$ cat config.mk
export PLATFORM = sky130hd
export DESIGN_NAME = cxp_egress_arbiter
export DESIGN_NICKNAME = d
export VERILOG_FILES = /design/src/rtl/exp_hls_pkg.sv /design/src/rtl/axis_out_reg.sv /design/src/rtl/cxp_egress_arbiter.sv
export SDC_FILE = /design/constraint.sdc
export NUM_CORES = 1
export LEC_CHECK = 0
export ABC_AREA = 1
export CORE_AREA = 4 4 390 392
export CTS_CLUSTER_SIZE = 24
export DETAILED_ROUTE_END_ITERATION = 8
export DIE_AREA = 0 0 394 396
export DONT_BUFFER_PORTS = 1
export GPL_TIMING_DRIVEN = 0
export PLACE_DENSITY_LB_ADDON = 0.05
export REMOVE_ABC_BUFFERS = 1
export SYNTH_ARGS = -nofsm -noshare
export SYNTH_HDL_FRONTEND = slang
export SYNTH_SLANG_ARGS = --single-unit
$ cat constraint.sdc
create_clock -name mlx2sbu_clk -period 1.4 [get_ports mlx2sbu_clk]
set_input_delay 0.28 -clock mlx2sbu_clk [delete_from_list [all_inputs] [get_ports mlx2sbu_clk]]
set_output_delay 0.28 -clock mlx2sbu_clk [all_outputs]
set_load 0.005 [all_outputs]
$ cat src/rtl/exp_hls_pkg.sv
// Shared AXIS width constants and egress arbiter state encoding.
// No timing or backpressure of its own; imported by the firewall wrapper and the egress arbiter.
package exp_hls_pkg;

   localparam int AXIS_DATA_W = 256;
   localparam int AXIS_KEEP_W = AXIS_DATA_W / 8;
   localparam int AXIS_USER_W = 12;
   localparam int AXIS_ID_W   = 3;

   typedef enum logic [1:0] {
      ARB_IDLE   = 2'd0,
      ARB_GRANT0 = 2'd1,
      ARB_GRANT1 = 2'd2
   } arb_state_t;

endpackage

$ cat src/rtl/axis_out_reg.sv
// Single-entry registered AXIS output stage; a loaded beat appears on m_* the next cycle.
// Backpressure: ld_rdy drops while a beat is held against m_rdy low, and the payload stays stable.
module axis_out_reg #(
   parameter int W = 8
) (
   input  logic         clk,
   input  logic         reset,
   input  logic         ld,
   input  logic [W-1:0] ld_dat,
   output logic         ld_rdy,
   output logic         m_vld,
   input  logic         m_rdy,
   output logic [W-1:0] m_dat
);

   logic         vld_q, vld_d;
   logic [W-1:0] dat_q, dat_d;

   assign ld_rdy = !vld_q || m_rdy;
   assign m_vld  = vld_q;
   assign m_dat  = dat_q;

   always_comb begin
      vld_d = vld_q;
      dat_d = dat_q;
      if (ld) begin
         vld_d = 1'b1;
         dat_d = ld_dat;
      end else if (m_rdy) begin
         vld_d = 1'b0;
      end
   end

   always_ff @(posedge clk) begin
      if (reset) begin
         vld_q <= 1'b0;
         dat_q <= '0;
      end else begin
         vld_q <= vld_d;
         dat_q <= dat_d;
      end
   end

endmodule

$ cat src/rtl/cxp_egress_arbiter.sv
// Packet-atomic, credit-gated 2:1 round-robin AXIS arbiter feeding sbu2cxp; accepted beat on m_* next cycle.
// Backpressure: the granted input sees rdy only when the output register is free; the other input's rdy is held at 0.
module cxp_egress_arbiter
   import exp_hls_pkg::*;
#(
   parameter int DATA_W      = AXIS_DATA_W,
   parameter int KEEP_W      = AXIS_KEEP_W,
   parameter int USER_W      = AXIS_USER_W,
   parameter int ID_W        = AXIS_ID_W,
   parameter int CNT_W       = 32,
   parameter bit S0_LOSSLESS = 1'b0,
   parameter bit S1_LOSSLESS = 1'b0
) (
   input  logic              mlx2sbu_clk,
   input  logic              mlx2sbu_reset,
   input  logic              enable,

   input  logic              s0_vld,
   output logic              s0_rdy,
   input  logic [DATA_W-1:0] s0_tdata,
   input  logic [KEEP_W-1:0] s0_tkeep,
   input  logic              s0_tlast,
   input  logic [USER_W-1:0] s0_tuser,
   input  logic [ID_W-1:0]   s0_tid,

   input  logic              s1_vld,
   output logic              s1_rdy,
   input  logic [DATA_W-1:0] s1_tdata,
   input  logic [KEEP_W-1:0] s1_tkeep,
   input  logic              s1_tlast,
   input  logic [USER_W-1:0] s1_tuser,
   input  logic [ID_W-1:0]   s1_tid,

   output logic              m_vld,
   input  logic              m_rdy,
   output logic [DATA_W-1:0] m_tdata,
   output logic [KEEP_W-1:0] m_tkeep,
   output logic              m_tlast,
   output logic [USER_W-1:0] m_tuser,
   output logic [ID_W-1:0]   m_tid,

   input  logic              cxp2sbu_lossy_has_credits,
   input  logic              cxp2sbu_lossless_has_credits,

   output logic [CNT_W-1:0]  pkt_cnt0,
   output logic [CNT_W-1:0]  pkt_cnt1,
   output logic [CNT_W-1:0]  stall_cnt,
   output logic              busy
);

   localparam int PAY_W = DATA_W + KEEP_W + USER_W + ID_W + 1;

   arb_state_t       state_q, state_d;
   logic             rr_q, rr_d;
   logic [CNT_W-1:0] pkt_cnt0_q, pkt_cnt0_d;
   logic [CNT_W-1:0] pkt_cnt1_q, pkt_cnt1_d;
   logic [CNT_W-1:0] stall_cnt_q, stall_cnt_d;

   logic             cred0, cred1, elig0, elig1;
   logic             out_free, acc0, acc1, ld;
   logic [PAY_W-1:0] ld_dat, m_dat;

   assign cred0 = S0_LOSSLESS ? cxp2sbu_lossless_has_credits : cxp2sbu_lossy_has_credits;
   assign cred1 = S1_LOSSLESS ? cxp2sbu_lossless_has_credits : cxp2sbu_lossy_has_credits;
   assign elig0 = enable && s0_vld && cred0;
   assign elig1 = enable && s1_vld && cred1;

   assign s0_rdy = (state_q == ARB_GRANT0) && out_free;
   assign s1_rdy = (state_q == ARB_GRANT1) && out_free;
   assign acc0   = s0_vld && s0_rdy;
   assign acc1   = s1_vld && s1_rdy;
   assign ld     = acc0 || acc1;
   assign ld_dat = acc1 ? {s1_tdata, s1_tkeep, s1_tuser, s1_tid, s1_tlast}
                        : {s0_tdata, s0_tkeep, s0_tuser, s0_tid, s0_tlast};

   // Credits and enable only matter on the IDLE->GRANT edge; a granted packet runs to tlast.
   always_comb begin
      state_d     = state_q;
      rr_d        = rr_q;
      pkt_cnt0_d  = pkt_cnt0_q;
      pkt_cnt1_d  = pkt_cnt1_q;
      stall_cnt_d = stall_cnt_q;
      case (state_q)
         ARB_IDLE: begin
            if (elig0 && (!elig1 || !rr_q)) begin
               state_d = ARB_GRANT0;
               rr_d    = 1'b1;
            end else if (elig1) begin
               state_d = ARB_GRANT1;
               rr_d    = 1'b0;
            end
            if (enable && (s0_vld || s1_vld) && !elig0 && !elig1)
               stall_cnt_d = stall_cnt_q + CNT_W'(1);
         end
         ARB_GRANT0: begin
            if (acc0 && s0_tlast) begin
               state_d    = ARB_IDLE;
               pkt_cnt0_d = pkt_cnt0_q + CNT_W'(1);
            end
         end
         ARB_GRANT1: begin
            if (acc1 && s1_tlast) begin
               state_d    = ARB_IDLE;
               pkt_cnt1_d = pkt_cnt1_q + CNT_W'(1);
            end
         end
         default: state_d = ARB_IDLE;
      endcase
   end

   always_ff @(posedge mlx2sbu_clk) begin
      if (mlx2sbu_reset) begin
         state_q     <= ARB_IDLE;
         rr_q        <= 1'b0;
         pkt_cnt0_q  <= '0;
         pkt_cnt1_q  <= '0;
         stall_cnt_q <= '0;
      end else begin
         state_q     <= state_d;
         rr_q        <= rr_d;
         pkt_cnt0_q  <= pkt_cnt0_d;
         pkt_cnt1_q  <= pkt_cnt1_d;
         stall_cnt_q <= stall_cnt_d;
      end
   end

   axis_out_reg #(
      .W (PAY_W)
   ) u_out_reg (
      .clk    (mlx2sbu_clk),
      .reset  (mlx2sbu_reset),
      .ld     (ld),
      .ld_dat (ld_dat),
      .ld_rdy (out_free),
      .m_vld  (m_vld),
      .m_rdy  (m_rdy),
      .m_dat  (m_dat)
   );

   assign {m_tdata, m_tkeep, m_tuser, m_tid, m_tlast} = m_dat;

   assign pkt_cnt0  = pkt_cnt0_q;
   assign pkt_cnt1  = pkt_cnt1_q;
   assign stall_cnt = stall_cnt_q;
   assign busy      = (state_q != ARB_IDLE);

endmodule

# Word level (Yosys, flattened, before mapping)
# Index checks and enable logic that the tools add are counted.
# Widths: inputs -> output; s select.
# totals
reg_bits	404
mem_count	0
elab_cells	56
output_inout_bits	404
input_bits	616
mem_bits_ro	0
ram_bits	0
latch_bits	0
# classes
n_mul	0
div_mod_pow	0
n_shift	0
bitwise	0
n_eq_ne	5
mux	10
n_addsub	3
reduce_logical	31
order_cmp	0
# op_table
cell	count
$mux 304	1
$add 32x1->32 const B	3
$logic_and 1x1->1	14
$mux 2	4
$reduce_and 2->1	4
$pmux 2 s3	1
$reduce_bool 2->1	3
$logic_not 1->1	4
$logic_or 1x1->1	4
$mux 1	4
$ne 2x1->1 const B	2
$ne 3x3->1 const B	1
$reduce_and 3->1	1
$eq 2x1->1 const B	1
$eq 2x2->1 const B	1
$logic_not 2->1	1

# Depth between registers and ports, before layout
# depth
ltp_word	7
depth_mapped	10
depth_no_buf	10

# Modules after synthesis
# From an unflattened synthesis, not the netlist that was laid out.
# unflattened
cells_unflattened	3192
area_unflattened_um2	19721.4
# by_module_without_submodules
module	area_each_um2	cells_per_inst	seq_area_each_um2	n_inst
axis_out_reg	10556.4	1322	6105.9	1
cxp_egress_arbiter	9165.0	1870	1981.9	1

# Worst setup path after synthesis
# No wires, ideal clock.
# synth_timing
path_kind	reg-to-reg
startpoint	register pkt_cnt0_q[1] (netlist: pkt_cnt0[1])
endpoint	register pkt_cnt0_q[18] (netlist: pkt_cnt0[18])
arrival_time_ps	1411
path_stages_with_launch	9
slack_ps	-127
path_buffers	0
required_ps	1284
path_cell_list	dfxtp_1 > ha_1 > nand3_1 > nor2_1 > nand2_1 > nor2_1 > nand2_1 > o21ai_0 > nor2_1
# synth_between
elab_chain_len	1
# synth_lines
item	line	text
from (decl)	cxp_egress_arbiter.sv:55	logic [CNT_W-1:0] pkt_cnt0_q, pkt_cnt0_d;
from (signal assigned)	cxp_egress_arbiter.sv:121	pkt_cnt0_q <= pkt_cnt0_d;
$add 32x1->32	cxp_egress_arbiter.sv:98	pkt_cnt0_d = pkt_cnt0_q + CNT_W'(1);
# No other way between the ends.
# A chain may end at the register's enable or synchronous reset.

# Worst setup path after layout
# layout_timing
startpoint	register state_q[1]
endpoint	register u_out_reg.dat_q[194] (netlist: u_out_reg.m_dat[194])
# layout_between
elab_chain_len	4
elab_cells_between_ends	8
# layout_lines
item	line	text
from (decl)	cxp_egress_arbiter.sv:53	arb_state_t state_q, state_d;
from (signal assigned)	cxp_egress_arbiter.sv:119	state_q <= state_d;
$eq 2x2->1 or $eq 2x1->1 (tied branches)	cxp_egress_arbiter.sv:69, cxp_egress_arbiter.sv:68	
$logic_and 1x1->1 (on tied branches)	cxp_egress_arbiter.sv:69, cxp_egress_arbiter.sv:68	
$logic_and 1x1->1 (on tied branches)	cxp_egress_arbiter.sv:71, cxp_egress_arbiter.sv:70	
$mux 304 or $logic_or 1x1->1 (tied branches)	cxp_egress_arbiter.sv:73, cxp_egress_arbiter.sv:72	
to (signal assigned)	axis_out_reg.sv:40	dat_q <= dat_d;
to (decl)	axis_out_reg.sv:17	logic [W-1:0] dat_q, dat_d;
# Parallel ways exist; a longest one is shown, timed or not.

==> results.py <==
metrics = {
    "outcome": {
        "status": "finished, violations left",
        "violations": "hold timing, setup timing",
    },
    "global_route": {
        "grt_max_degree": 354,
        "grt_pass1_wl_um": 186000,
        "antenna_found_initial": 58,
        "grt_pass1_vias": 21300,
        "grt_usage": 0.169,
        "overflow": 0,
    },
    "cts": {
        "cts-root-buf": "clkbuf_16",
        "htree_levels": 2,
        "clockBufferDepth": 3,
        "clkTransAtPathRegs_ns": 0.06,
        "cts.sinks": 404,
        "cts_buffers": 61,
        "clk-insertion-delay-late_ns": 0.67,
        "cts_tree": "yes",
    },
    "setup_path": {
        "critPathLaunchType": "flop",
        "timing.reg2reg.worst_path_depth": 10,
        "regToRegSetupSlack_ns": -0.44,
        "worstPathRequired_ns": 1.86,
        "crit_family": "buffers and inverters",
        "worstSetupPathType": "reg2reg",
        "worst-path-buf-inv": 5,
        "cpMostUsedCell": "buf_12",
        "worstPathArrival_ns": 2.30,
        "cp_slowest_stage_delay_ns": 0.35,
        "endpoint_kind": "flop",
        "cp_max_fo": 7,
        "crit_chain": "buf_6, nor2_4, nand3_4, buf_12, nand2_8, clkinv_16, buf_12, clkbuf_16, nand2_1, a21oi_1",
        "cp_slowest_cell": "dfxtp_4",
        "timing.rr.start": "state_q[1]",
        "r2r_end": "u_out_reg.m_dat[194]",
    },
    "yosys": {
        "yosys_warnings": 0,
        "synth_seq_cells": 404,
        "synthDistinctLibCells": 30,
        "syn_area_sq_mm": 0.0192,
        "syn_avg_cell_area_sq_um": 6.62,
        "ys_seq_area_frac": 0.422,
        "synthCells": 2896,
    },
    "final_layout": {
        "multi_input_area_sq_mm": 0.0104,
        "n_fill_cell": 16700,
        "finalInstanceArea_sq_mm": 0.0317,
        "seq_area_sq_mm": 0.00818,
        "final_common_cell": "o21ai_1",
        "area_growth_syn_to_layout_pct": 65.5,
        "nets": 3927,
        "drive_above_1_share": 0.206,
        "final_cell_mix": "453 x o21ai_1, 432 x inv_1, 431 x nand2_1",
    },
    "die": {
        "die_h_um": 396,
        "floorplan.rows": 142,
        "start_util": 0.129,
        "io_pins": 1020,
        "die_w_um": 394,
        "core_area_sq_mm": 0.149,
        "die_area_sq_mm": 0.156,
    },
    "sta": {
        "relSlewSlack": 0.217,
        "fin_skew_ns": 0.0389,
        "hold_violations": 219,
        "drv_slew": 0,
        "setup_viol": 462,
        "period_minus_slack_ns": 1.84,
        "min_period_over_period": 1.31,
        "rsz0062_at_grt": "yes",
        "worst_slack_ns": -0.437,
        "tns_ns": -129.98,
        "max_clock_freq_mhz": 544,
        "worst_slew_pin_slew_ns": 1.17,
        "timing.hold.ws_ns": -0.284,
    },
    "routing": {
        "postRouteAntennaNets": 0,
        "wire_per_inst_um": 27.8,
        "dr.pass1.iters": 5,
        "drt-total-wl_um": 147000,
        "route.detailed.drc": 0,
        "num_vias": 22100,
        "drtIter0Drc": 1050,
        "viasPerCell": 4.17,
    },
    "hold_path": {
        "hp-class": "in2reg",
        "holdCritStartpoint": "mlx2sbu_reset",
        "hold_path_depth": 1,
        "holdPathEnd": "u_out_reg.m_dat[261]",
    },
    "power_and_ir_drop": {
        "ir_drop_uv": 1030,
        "power_leakage_nw": 12.2,
        "p_per_area_mw_per_mm2": 1090,
    },
    "flow_run": {
        "max-cap-violations": 0,
    },
    "placed_design": {
        "routabilityCongestion": 0.842,
        "dpl_cell_area_sq_mm": 0.0213,
        "portBuffers": 0,
        "hpwlAfterDp_um": 91500,
    },
}
[cell type report]
class / instances / area share
multi-input combinational: 1876 / 0.328
sequential: 404 / 0.258
timing repair buffer: 518 / 0.218
tap: 1944 / 0.0766
clock buffer: 97 / 0.0571
inverter: 438 / 0.0528
timing repair inverter: 9 / 0.00516
clock inverter: 12 / 0.00386
antenna: 8 / 0.000631
[how the worst max path moves through the flow]
stage	from	to	cells after the start
floorplan	state_q[1]	u_out_reg.m_dat[302]	7
global placement	state_q[1]	u_out_reg.m_dat[218]	7
detailed placement	state_q[1]	u_out_reg.m_dat[18]	6
CTS	state_q[1]	u_out_reg.m_dat[65]	9
global route	state_q[1]	stall_cnt[26]	9
finish	state_q[1]	u_out_reg.m_dat[194]	10
[metal layers]
layer | wire length, um | part of all wire | global-route usage | vias to the layer above
met1 | 52800 | 0.36 | 0.177 | 10700
met3 | 13300 | 0.090 | 0.0638 | 239
met2 | 76400 | 0.52 | 0.317 | 900
met4 | 4910 | 0.033 | 0.0365 | 24
li1 | - | - | - | 10300
met5 | 149 | 0.0010 | 0 | -
[synth_stat cells]
master,n,share of area
a21oi_1,340,0.089
a31oi_1,6,0.0020
and2_1,1,0.00033
and3_1,2,0.00065
buf_1,34,0.0067
buf_2,48,0.013
buf_4,3,0.0012
buf_6,4,0.0023
clkbuf_1,91,0.018
dfxtp_1,404,0.42
ha_1,3,0.0020
inv_1,435,0.085
inv_2,3,0.00059
nand2_1,524,0.10
nand3_1,81,0.021
nand3_2,3,0.0016
nand3b_1,1,0.00039
nand4_1,25,0.0082
nand4_2,2,0.0013
nor2_1,203,0.040
nor2_2,7,0.0023
nor2_4,3,0.0018
nor3_1,24,0.0063
nor3b_1,7,0.0027
o211ai_1,1,0.00039
o21a_1,1,0.00039
o21ai_0,102,0.027
o21ai_1,523,0.14
o21bai_1,1,0.00039
xnor2_1,14,0.0064
[metrics by stage]
step                      total power [mW]  std cells   util  worst slack [ns]
after floorplan                       15.0       2716      -             -7.86
after global placement                16.4       4660  0.140            -14.20
after detailed placement              16.1       4675  0.143             -1.76
after CTS                             34.3       5150  0.192            -0.403
after global routing                  36.2       5304  0.213            -0.530
final                                 34.6       5306  0.213            -0.437
[sequential cells by signal (all words and copies together) (netlist names)]
| register | cells |
|---|---|
| pkt_cnt1 | 32 |
| stall_cnt | 32 |
| u_out_reg.m_vld | 1 |
| state_q | 2 |
| rr_q | 1 |
| pkt_cnt0 | 32 |
| u_out_reg.m_dat | 304 |
[worst reg2reg max path, delay by kind of cell, from the launching register on]
kind | cells | cell delay, ns
buffers and inverters | 5 | 0.82
AND/OR/NAND/NOR | 4 | 0.44
flip-flops | 1 | 0.35
AO/OA/AOI/OAI | 1 | 0.06
[where the power goes]
| group | internal, mW | total [mW] | leakage (nW) | switching (mW) |
|---|---|---|---|---|
| logic | 2.79 | 5.80 | 7.92 | 3.01 |
| clock network | 9.11 | 15.5 | 0.945 | 6.41 |
| registers | 12.2 | 13.3 | 3.31 | 1.06 |
| total | 24.1 | 34.6 | 12.2 | 10.5 |
[cell families after synthesis]
| kind of cell | count (synthesis) | synth area share |
|---|---|---|
| compound gates | 974 | 0.255 |
| fa+ha+maj | 3 | 0.00196 |
| buf+inv | 618 | 0.126 |
| simple gates | 883 | 0.189 |
| flops | 404 | 0.422 |
| xor+xnor | 14 | 0.00639 |
[timing repair]
action,4_1_cts,5_1_grt
gates resized for setup,287,360
gates cloned,52,39
hold endpoints to repair,356,350
setup buffers,48,47
endpoints found under the setup margin,693,679
hold buffers,266,62
pin swaps,46,67
Power figures use the tool's default switching activity.
==> RTL change: new RTL, config.mk and constraints unchanged <==
The 3 states of `arb_state_t` get a one-hot encoding in 3 bits.
--- a/src/rtl/exp_hls_pkg.sv
+++ b/src/rtl/exp_hls_pkg.sv
@@ -8,8 +8,8 @@
    localparam int AXIS_ID_W   = 3;
 
-   typedef enum logic [1:0] {
-      ARB_IDLE   = 2'd0,
-      ARB_GRANT0 = 2'd1,
-      ARB_GRANT1 = 2'd2
+   typedef enum logic [2:0] {
+      ARB_IDLE   = 3'b001,
+      ARB_GRANT0 = 3'b010,
+      ARB_GRANT1 = 3'b100
    } arb_state_t;
 
Function: same outputs for any inputs over 4 cycles, from zero or initial values and one cycle with mlx2sbu_reset high; so few cycles prove little.
==> RTL change against the original RTL <==
Power down 3.8%. Sequential power down 5%. Combinational power down 34%. Die area unchanged. Sequential cell count up 1. Setup slack worse by 0.11 ns. Clock skew down 0.013 ns. Area after synthesis up 2.3%. Wire length down 6.4%. The flow still finishes with violations (hold timing, setup timing). Synthesized cell count up 1.6%. Final area down 0.12%. Sequential share of layout area up 0.21 points.
==> RTL change: results (changes against the original RTL) <==
| Metric | Value |
|---|---|
| Status | `finished with violations (unchanged)` |
| Failing checks | `hold timing, setup timing (unchanged)` |
| Synth warnings | `0 (unchanged)` |
| Setup CP Type | `register to register (unchanged)` |
| Hold Violations, Final | `228 (was 219)` |
| HPWL after detailed placement | `79900 µm (was 91500 µm)` |
| Drt pass-1 iters | `5 (unchanged)` |
| DR iter-0 viols | `1229 (was 1050)` |
| R2r worst-path depth | `11 (was 10)` |
| Worst Skew | `0.0255 ns (was 0.0389 ns)` |
| Clk Tree Root Cell | `clkbuf_16 (unchanged)` |
| Crit-path max FO | `7 (unchanged)` |
| GP Congestion | `0.835 (was 0.842)` |
| Fraction of layout cells with a size suffix above 1 | `19.6% (was 20.6%)` |
| Crit path from | `state_q[1] (unchanged)` |
| Sw frac | `27.9% (was 30.3%)` |
| Largest net degree at the start of global routing | `347 (was 354)` |
| Cts bufs inserted | `66 (was 61)` |
| Critical R2R Capture | `u_out_reg.m_dat[184] (was u_out_reg.m_dat[194])` |
| Setup_tns | `-146.11 ns (was -129.98 ns)` |
| Top post-synthesis cells by count | `nand2_1 (584), o21ai_1 (429), inv_1 (424) (was nand2_1 (524), o21ai_1 (523), inv_1 (435))` |
| Vias in the first global route | `21300 (about the same)` |
| Total vias in the final route | `22100 (about the same)` |
| P_leak | `12.2 nW (about the same)` |
| CTS Buffer Depth | `3 (unchanged)` |
| Nets@finish | `3964 (was 3927)` |
| Ys async rst share | `0% (unchanged)` |
| GRT Overall Usage | `15.6% (was 16.9%)` |
| Worst-Margin Slew | `0.689 ns (was 1.17 ns)` |
| WHS | `-0.243 ns (was -0.284 ns)` |
| Clock-pin slew on the worst setup and hold paths | `0.06 ns (about the same)` |
| Final setup vio count | `424 (was 462)` |
| First-pass GRT wire length | `174000 µm (was 186000 µm)` |
| Post-CTS Setup Bufs | `52 (was 48)` |
| Post_cts resized | `216 (was 287)` |
| Synth cell types | `32 (was 30)` |
| # port buffers | `0 (unchanged)` |
| HP Class | `input pin to register (unchanged)` |
| Seq/Total Area, Yosys | `41.3% (was 42.2%)` |
| Worst EP arrival | `2.44 ns (was 2.30 ns)` |
| VDD IR-drop max | `0.000642 V (was 0.00103 V)` |
| Clk Latency, worst-skew pair | `0.63 ns (was 0.67 ns)` |
| # hold bufs at CTS | `216 (was 266)` |
| Final Worst Setup Slack | `-0.544 ns (was -0.437 ns)` |
| Final wirelength | `138000 µm (was 147000 µm)` |
| H-tree Lvls | `3 (was 2)` |
| Initial antenna violation count | `15 (was 58)` |
| Most area-consuming cells after synthesis | `dfxtp_1 (41%), nand2_1 (11%), o21ai_1 (11%) (was dfxtp_1 (42%), o21ai_1 (14%), nand2_1 (10%))` |
| Hold_sp | `mlx2sbu_reset (unchanged)` |
| Max reg flops | `304 (unchanged)` |
[RTL change: cell types whose count changed in the layout (fill, tap and decap cells not counted), sizes merged, moves of 6 or more]
cell	unedited run	this run
nor3	24	10
a21oi	340	347
inv	444	438
xor2	0	7
dlygate4sd3	328	300
nand2	524	587
nand3	86	70
nand4	27	33
buf	156	171
[RTL change: worst max-delay path, stage by stage (launching register included)]
cell and delay [ns]:
dfxtp_2 0.34, inv_2 0.05, nand2_2 0.05, nor2_4 0.15, nand3_4 0.12, buf_12 0.16
buf_16 0.15, buf_16 0.17, buf_12 0.17, clkbuf_16 0.17, o21ai_2 0.14, a21oi_2 0.07
[RTL change: cell type report]
| type | instances | area [µm²] |
|---|---|---|
| repair inverters | 6 | 91.3 |
| repair buffers | 507 | 6860 |
| clock inverters | 16 | 195 |
| inverters | 429 | 1630 |
| flip-flops and latches | 405 | 8230 |
| clock buffers | 99 | 1950 |
| multi-input cells | 1930 | 10300 |
| fillers | 16700 | 117000 |
| diodes | 7 | 17.5 |
| well taps | 1944 | 2430 |
[RTL change: worst min path at each step]
stage                                      end  slack [ns]  cells after the start
after floorplan                   pkt_cnt0[10]        0.35                      1
final                     u_out_reg.m_dat[145]       -0.24                      1
after global placement     u_out_reg.m_dat[76]        0.40                      1
after CTS                  u_out_reg.m_dat[76]       -0.34                      1
after global routing       u_out_reg.m_dat[75]       -0.31                      1
after detailed placement   u_out_reg.m_dat[76]        0.40                      1
[RTL change: stage by stage]
step / worst slack, ns / instances / power, mW / cell area (µm²)
finish: -0.544 / 5343 / 33.3 / 31700
floorplan: -7.61 / 2759 / 13.9 / 18600
global route: -0.613 / 5340 / 34.8 / 31700
detailed placement: -1.70 / 4717 / 14.6 / 21500
CTS: -0.555 / 5160 / 33.5 / 28400
global placement: -13.69 / 4703 / 14.8 / 21100
[RTL change: power by group through the flow]
| stage | clock (mW) | sequential, mW | combinational (mW) |
|---|---|---|---|
| after floorplan | 0 | 12.5 | 1.39 |
| after global placement | 0 | 12.9 | 1.92 |
| after detailed placement | 0 | 12.8 | 1.76 |
| after CTS | 17.7 | 12.6 | 3.16 |
| after global routing | 18.0 | 12.6 | 4.18 |
| final | 16.9 | 12.6 | 3.85 |
[RTL change: per-layer routing]
layer / share of wire [%] / track usage, % / up-vias / routed length, µm
li1: - / - / 10400 / -
met1: 38 / 16.8 / 10600 / 52000
met2: 51 / 28.0 / 888 / 70000
met3: 8.7 / 6.48 / 200 / 12100
met4: 2.7 / 4.39 / 16 / 3780
met5: 0.078 / 0 / - / 108
[RTL change: cell families after synthesis]
family	Yosys count	synth area share, %
AND/OR/NAND/NOR	917	19.2
adder cells (fa/ha/maj)	3	0.191
XOR/XNOR	20	0.893
AO/OA/AOI/OAI	985	25.2
flip-flops	405	41.3
buffers and inverters	613	13.2
